$ cat src/rtl/lsu_pkg.sv
// Shared definitions for the load/store unit: RV32I funct3 encodings,
// the FSM state type and the access legality check.
package lsu_pkg;

    localparam logic [2:0] LB  = 3'b000;
    localparam logic [2:0] LH  = 3'b001;
    localparam logic [2:0] LW  = 3'b010;
    localparam logic [2:0] LBU = 3'b100;
    localparam logic [2:0] LHU = 3'b101;
    localparam logic [2:0] SB  = 3'b000;
    localparam logic [2:0] SH  = 3'b001;
    localparam logic [2:0] SW  = 3'b010;

    typedef enum logic [1:0] {
        IDLE     = 2'd0,
        REQ      = 2'd1,
        WAIT_RSP = 2'd2,
        FIN      = 2'd3
    } lsu_state_t;

    // An access faults when it is both load and store, uses an encoding that
    // is not a load/store of its kind, or is not naturally aligned.
    function automatic logic access_fault(
        input logic       rd,
        input logic       wr,
        input logic [2:0] f3,
        input logic [1:0] lo
    );
        logic bad;
        bad = rd && wr;
        if (rd && !(f3 inside {LB, LH, LW, LBU, LHU})) bad = 1'b1;
        if (wr && !(f3 inside {SB, SH, SW}))           bad = 1'b1;
        if ((rd || wr) && (f3 == LH || f3 == LHU) && lo[0]) bad = 1'b1;
        if ((rd || wr) && (f3 == LW) && (lo != 2'b00))      bad = 1'b1;
        return bad;
    endfunction

endpackage

$ cat src/rtl/store_align.sv
// Combinational store lane steering: byte enables and lane-replicated data
// for SB/SH/SW at a given byte offset within the word.
module store_align
    import lsu_pkg::*;
(
    input  logic [2:0]  funct3,
    input  logic [1:0]  addr_lo,
    input  logic [31:0] wdata,
    output logic [3:0]  mem_be,
    output logic [31:0] mem_wdata
);

    always_comb begin
        // NOTE: every output gets a default first so no path can infer a latch.
        mem_be    = 4'b0000;
        mem_wdata = '0;
        case (funct3)
            SB: begin
                mem_be    = 4'b0001 << addr_lo;
                mem_wdata = {4{wdata[7:0]}};
            end
            SH: begin
                mem_be    = addr_lo[1] ? 4'b1100 : 4'b0011;
                mem_wdata = {2{wdata[15:0]}};
            end
            SW: begin
                mem_be    = 4'b1111;
                mem_wdata = wdata;
            end
            default: ;
        endcase
    end

endmodule

$ cat src/rtl/load_store_unit.sv
// Memory-stage load/store unit: one access per handshake, word-aligned memory
// request with byte enables, right-aligned zero-filled load data.
module load_store_unit
    import lsu_pkg::*;
#(
    parameter int DATA_WIDTH = 32
) (
    input  logic                  clk,
    input  logic                  rst,
    input  logic                  req_valid,
    output logic                  req_ready,
    input  logic                  req_read,
    input  logic                  req_write,
    input  logic [2:0]            funct3,
    input  logic [DATA_WIDTH-1:0] addr,
    input  logic [DATA_WIDTH-1:0] wdata,
    output logic                  mem_req_valid,
    input  logic                  mem_req_ready,
    output logic [DATA_WIDTH-1:0] mem_addr,
    output logic                  mem_we,
    output logic [3:0]            mem_be,
    output logic [DATA_WIDTH-1:0] mem_wdata,
    input  logic                  mem_rsp_valid,
    input  logic [DATA_WIDTH-1:0] mem_rdata,
    output logic                  done,
    output logic [DATA_WIDTH-1:0] load_data,
    output logic                  fault
);

    lsu_state_t            state_q, state_d;
    logic                  op_read_q, op_read_d;
    logic                  op_write_q, op_write_d;
    logic [2:0]            funct3_q, funct3_d;
    logic [DATA_WIDTH-1:0] addr_q, addr_d;
    logic [DATA_WIDTH-1:0] wdata_q, wdata_d;
    logic [DATA_WIDTH-1:0] load_data_q, load_data_d;
    logic                  fault_q, fault_d;

    logic                  in_req;
    logic [3:0]            st_be;
    logic [DATA_WIDTH-1:0] st_wdata;
    logic [7:0]            rd_byte;
    logic [15:0]           rd_half;
    logic [DATA_WIDTH-1:0] aligned;

    store_align u_store_align (
        .funct3    (funct3_q),
        .addr_lo   (addr_q[1:0]),
        .wdata     (wdata_q),
        .mem_be    (st_be),
        .mem_wdata (st_wdata)
    );

    // Request outputs come straight from the latched access, so they cannot
    // move while REQ waits for mem_req_ready; they read as zero elsewhere.
    assign in_req        = (state_q == REQ);
    assign mem_req_valid = in_req;
    assign mem_addr      = in_req ? {addr_q[DATA_WIDTH-1:2], 2'b00} : '0;
    assign mem_we        = in_req && op_write_q;
    assign mem_be        = !in_req ? 4'b0000 : (op_write_q ? st_be : 4'b1111);
    assign mem_wdata     = (in_req && op_write_q) ? st_wdata : '0;

    assign req_ready = (state_q == IDLE);
    assign done      = (state_q == FIN);
    assign load_data = load_data_q;
    assign fault     = fault_q;

    always_comb begin
        rd_byte = mem_rdata[7:0];
        rd_half = mem_rdata[15:0];
        case (addr_q[1:0])
            2'd1: begin
                rd_byte = mem_rdata[15:8];
                rd_half = mem_rdata[23:8];
            end
            2'd2: begin
                rd_byte = mem_rdata[23:16];
                rd_half = mem_rdata[31:16];
            end
            2'd3: begin
                rd_byte = mem_rdata[31:24];
                rd_half = {8'h00, mem_rdata[31:24]};
            end
            default: ;
        endcase
        case (funct3_q)
            LB, LBU: aligned = {24'h0, rd_byte};
            LH, LHU: aligned = {16'h0, rd_half};
            default: aligned = mem_rdata;
        endcase
    end

    always_comb begin
        state_d     = state_q;
        op_read_d   = op_read_q;
        op_write_d  = op_write_q;
        funct3_d    = funct3_q;
        addr_d      = addr_q;
        wdata_d     = wdata_q;
        load_data_d = load_data_q;
        fault_d     = fault_q;
        case (state_q)
            IDLE: begin
                if (req_valid) begin
                    op_read_d   = req_read;
                    op_write_d  = req_write;
                    funct3_d    = funct3;
                    addr_d      = addr;
                    wdata_d     = wdata;
                    load_data_d = '0;
                    fault_d     = access_fault(req_read, req_write, funct3, addr[1:0]);
                    if (fault_d || (!req_read && !req_write)) state_d = FIN;
                    else                                      state_d = REQ;
                end
            end
            REQ: begin
                if (mem_req_ready) state_d = op_write_q ? FIN : WAIT_RSP;
            end
            WAIT_RSP: begin
                if (mem_rsp_valid) begin
                    load_data_d = aligned;
                    state_d     = FIN;
                end
            end
            FIN: begin
                fault_d = 1'b0;
                state_d = IDLE;
            end
            default: state_d = IDLE;
        endcase
    end

    // NOTE: the access latches are small, so every flop is reset to keep
    // outputs and X-propagation deterministic after rst.
    always_ff @(posedge clk) begin
        if (rst) begin
            state_q     <= IDLE;
            op_read_q   <= 1'b0;
            op_write_q  <= 1'b0;
            funct3_q    <= 3'b000;
            addr_q      <= '0;
            wdata_q     <= '0;
            load_data_q <= '0;
            fault_q     <= 1'b0;
        end else begin
            // NOTE: non-blocking updates so all state advances together on the edge.
            state_q     <= state_d;
            op_read_q   <= op_read_d;
            op_write_q  <= op_write_d;
            funct3_q    <= funct3_d;
            addr_q      <= addr_d;
            wdata_q     <= wdata_d;
            load_data_q <= load_data_d;
            fault_q     <= fault_d;
        end
    end

endmodule

$ cat config.mk
export PLATFORM = sky130hd
export DESIGN_NAME = load_store_unit
export DESIGN_NICKNAME = d
export VERILOG_FILES = /design/src/rtl/lsu_pkg.sv /design/src/rtl/store_align.sv /design/src/rtl/load_store_unit.sv
export SDC_FILE = /design/constraint.sdc
export NUM_CORES = 1
export LEC_CHECK = 0
export CORE_UTILIZATION = 43
export CTS_CLUSTER_SIZE = 20
export DETAILED_ROUTE_END_ITERATION = 10
export PLACE_DENSITY = 0.8
export REMOVE_ABC_BUFFERS = 1
export SYNTH_ARGS = -nofsm -noshare
export SYNTH_HDL_FRONTEND = slang
export SYNTH_SLANG_ARGS = --single-unit
$ cat constraint.sdc
create_clock -name clk -period 2.6 [get_ports clk]
set_input_delay 0.52 -clock clk [delete_from_list [all_inputs] [get_ports clk]]
set_output_delay 0.52 -clock clk [all_outputs]
set_load 0.005 [all_outputs]
==> results.md <==
* Post-DR vias/cell at 5.40
* CTS Buf Count at 9
* Worst Setup End Kind: primary output
* Non-filler cells, final at 1011
* Vias in the first global route at 5156
* Synth Cell Area at 4970 um^2
* Clk_skew at 0.00968 ns
* Startpoint types: flip-flop
* Worst Path Buf+Inv at 2
* ANT cells at 0
* Tot GR Track Use at 26.2%
* Final WL at 15800 um
* Die width at 110 um
* Clock sink count at 103
* WS Path Type: reg2out
* Gr ovfl total at 0
* Cells after Synth at 680
* Layout cell share with drive strength beyond 1 at 6.66%
* Ys Warns at 0
* Leakage at 2.96 nW
* Peak VDD IR at 588 uV
* Max_slew headroom at 55.0%
* Crit path DAT at 2.01 ns
* Die Area at 12000 um^2
* Final Critical Period at 2.53 ns
* Starting Density at 44.9%
* Core Region at 11100 um^2
* CP max FO at 23
* Asr flop ratio synth at 0%
* Status: completed
* Nets at 976
* Final Hold Viols at 0
* Row count at 38
* CTS tree: built
* Post-synthesis register bit count at 103
* Final-layout fill cell count at 949
* CTS root buffer: clkbuf_16
* Die H at 110 um
* Buffers on Ports at 208
* Largest net degree at the start of global routing at 47
* Global-route wire length before repair at 24700 um
* Area Growth Syn to Fin at 50.9%
* Max-cap viol count at 0
* Sequential area share after synthesis at 41.4%
* Drt pass-1 iters at 5
* Routed Antenna Nets at 0
* Syn avg cell area at 7.32 um^2
* Setup tns final at 0 ns
* DRC Markers at 0
* RSZ-0062 raised after global routing: yes
* Final period utilization at 97.3%
* # H-tree levels at 3
* Antenna violations before repair at 0
* Slowest CP cell: clkdlybuf4s50_1
* Gpl congestion at 0.880
* Design Area, Final at 7510 um^2
* CP top delay family: buffers and inverters
* Worst stage delay on the critical path at 0.54 ns
* Cell Count Post-Placement at 994
* Ports at 211
* Synth unique cells at 41
* Worst-path clk slew at 0.07 ns
* Main synth FF type: dfxtp_1
* DR iter-0 viols at 334
* Worst-Skew Late Latency at 0.33 ns
* Deepest clock path buffer count at 2
* Post-synth EDFFs at 0
* Req. time, crit path at 2.08 ns
* Highest clock rate at 395 MHz
* Placed wire-length estimate at 11300 um
* Pins Over Slew Limit at 0
* Measured slew at the worst slew-check pin at 0.675 ns
* Worst-path cell chain: buf_4, o21ai_0, a21boi_1, clkdlybuf4s50_1
* Total number of vias at 5457
* Worst min path class: reg2reg
* Pwr Density at 707 nW/um^2
* Drt wl/cell at 15.6 um
* Endpoints failing setup at 0
* Placed Instance Area at 7140 um^2
==> synth_stat cells, types with 4 or more instances <==
cell type	instances	area (um^2)
nand2_1	162	608
a21oi_1	122	611
dfxtp_1	103	2060
nor2_1	42	158
and2_1	41	257
clkbuf_1	32	120
o21ai_0	28	140
nor2b_1	23	144
nand3_1	17	85.1
o2bb2ai_1	16	140
buf_2	14	70.1
inv_1	11	41.3
a22oi_1	8	60.1
a2bb2oi_1	8	70.1
o22ai_1	8	50.1
buf_1	6	22.5
a21boi_0	5	37.5
ha_1	4	50.1
==> placed cells by master, fill, tap and decap left out, types with 3 or more instances in the layout <==
cell	n
clkdlybuf4s50_1	189
nand2_1	161
a21oi_1	121
dfxtp_1	101
nor2_1	41
and2_1	39
o21ai_0	28
nor2b_1	21
buf_4	19
nand3_1	17
o2bb2ai_1	16
dlymetal6s2s_1	15
inv_1	10
clkbuf_16	9
a2bb2oi_1	8
a22oi_1	8
o22ai_1	8
a21boi_1	4
buf_6	4
ha_1	3
dlygate4sd2_1	3
==> routing by layer <==
layer,vias to the layer above,wire length [um],GRT usage [%]
met3,9,1070,5.45
met5,-,0,0
met2,209,7990,45.6
li1,2655,-,-
met4,0,136,7.43
met1,2584,6620,32.6
==> flip-flops by register name, indices dropped and copies added, names as in the netlist <==
register	flops
addr_q	32
fault	1
funct3_q	3
load_data	32
op_write_q	1
state_q	2
wdata_q	32
==> stage by stage <==
step / power (W) / util [%] / setup WS [ns] / hold WS [ns]
4_1_cts: 0.00531 / 67.1 / -0.00287 / 0.454
2_1_floorplan: 0.00305 / - / 0.0904 / 0.426
6_report: 0.00531 / 67.8 / 0.0697 / 0.452
5_1_grt: 0.00564 / 67.8 / -0.0218 / 0.470
3_3_place_gp: 0.00396 / 64.4 / 0.320 / 0.438
3_5_place_dp: 0.00403 / 64.4 / 0.239 / 0.444
==> power by group <==
part	switching, W	internal (W)
Sequential	0.000145	0.00180
Combinational	0.00123	0.000876
Clock	0.000599	0.000655
==> cells by family (layout without fill, tap and decap cells) <==
logic type	after synthesis	in the layout	synth area share (%)
compound gates	205	205	23.8
fa+ha+maj	4	4	1.01
buf+inv	68	258	6.09
flops	103	103	41.4
other cells	1	2	0.0754
simple gates	299	299	27.6
==> layout make-up <==
type	count	area, um^2	share of cell area, %
Clock buffer	10	229	3.05
Clock inverter	6	46.3	0.617
Inverter	11	41.3	0.550
Multi-Input combinational cell	510	2650	35.3
Sequential cell	103	2060	27.5
Tap cell	140	175	2.33
Timing Repair Buffer	231	2300	30.6
==> final timing paths <==
path	from	to	slack, ns	cells past startpoint
worst max-delay path	funct3_q[1]	mem_be[3]	0.07	4
worst min-delay path	addr_q[11]	addr_q[11]	0.45	2
worst max register to register	state_q[0]	load_data[31]	0.49	6
worst min register to register	addr_q[11]	addr_q[11]	0.45	2
==> timing repair <==
item | CTS | global route
hold buffers | 0 | 0
gates resized for setup | 15 | 24
setup buffers | 0 | 1
pin swaps | 0 | 1
setup endpoints to repair | 35 | 30
==> worst register-to-register path, cell delays in order, from the launching register on <==
cell and delay, ns:
dfxtp_1 0.37, inv_1 0.10, ha_1 0.32, and2b_4 0.25, or3_1 0.67, nand2_1 0.19, a21oi_1 0.08
Note: power is estimated with default switching activity, not from simulation.
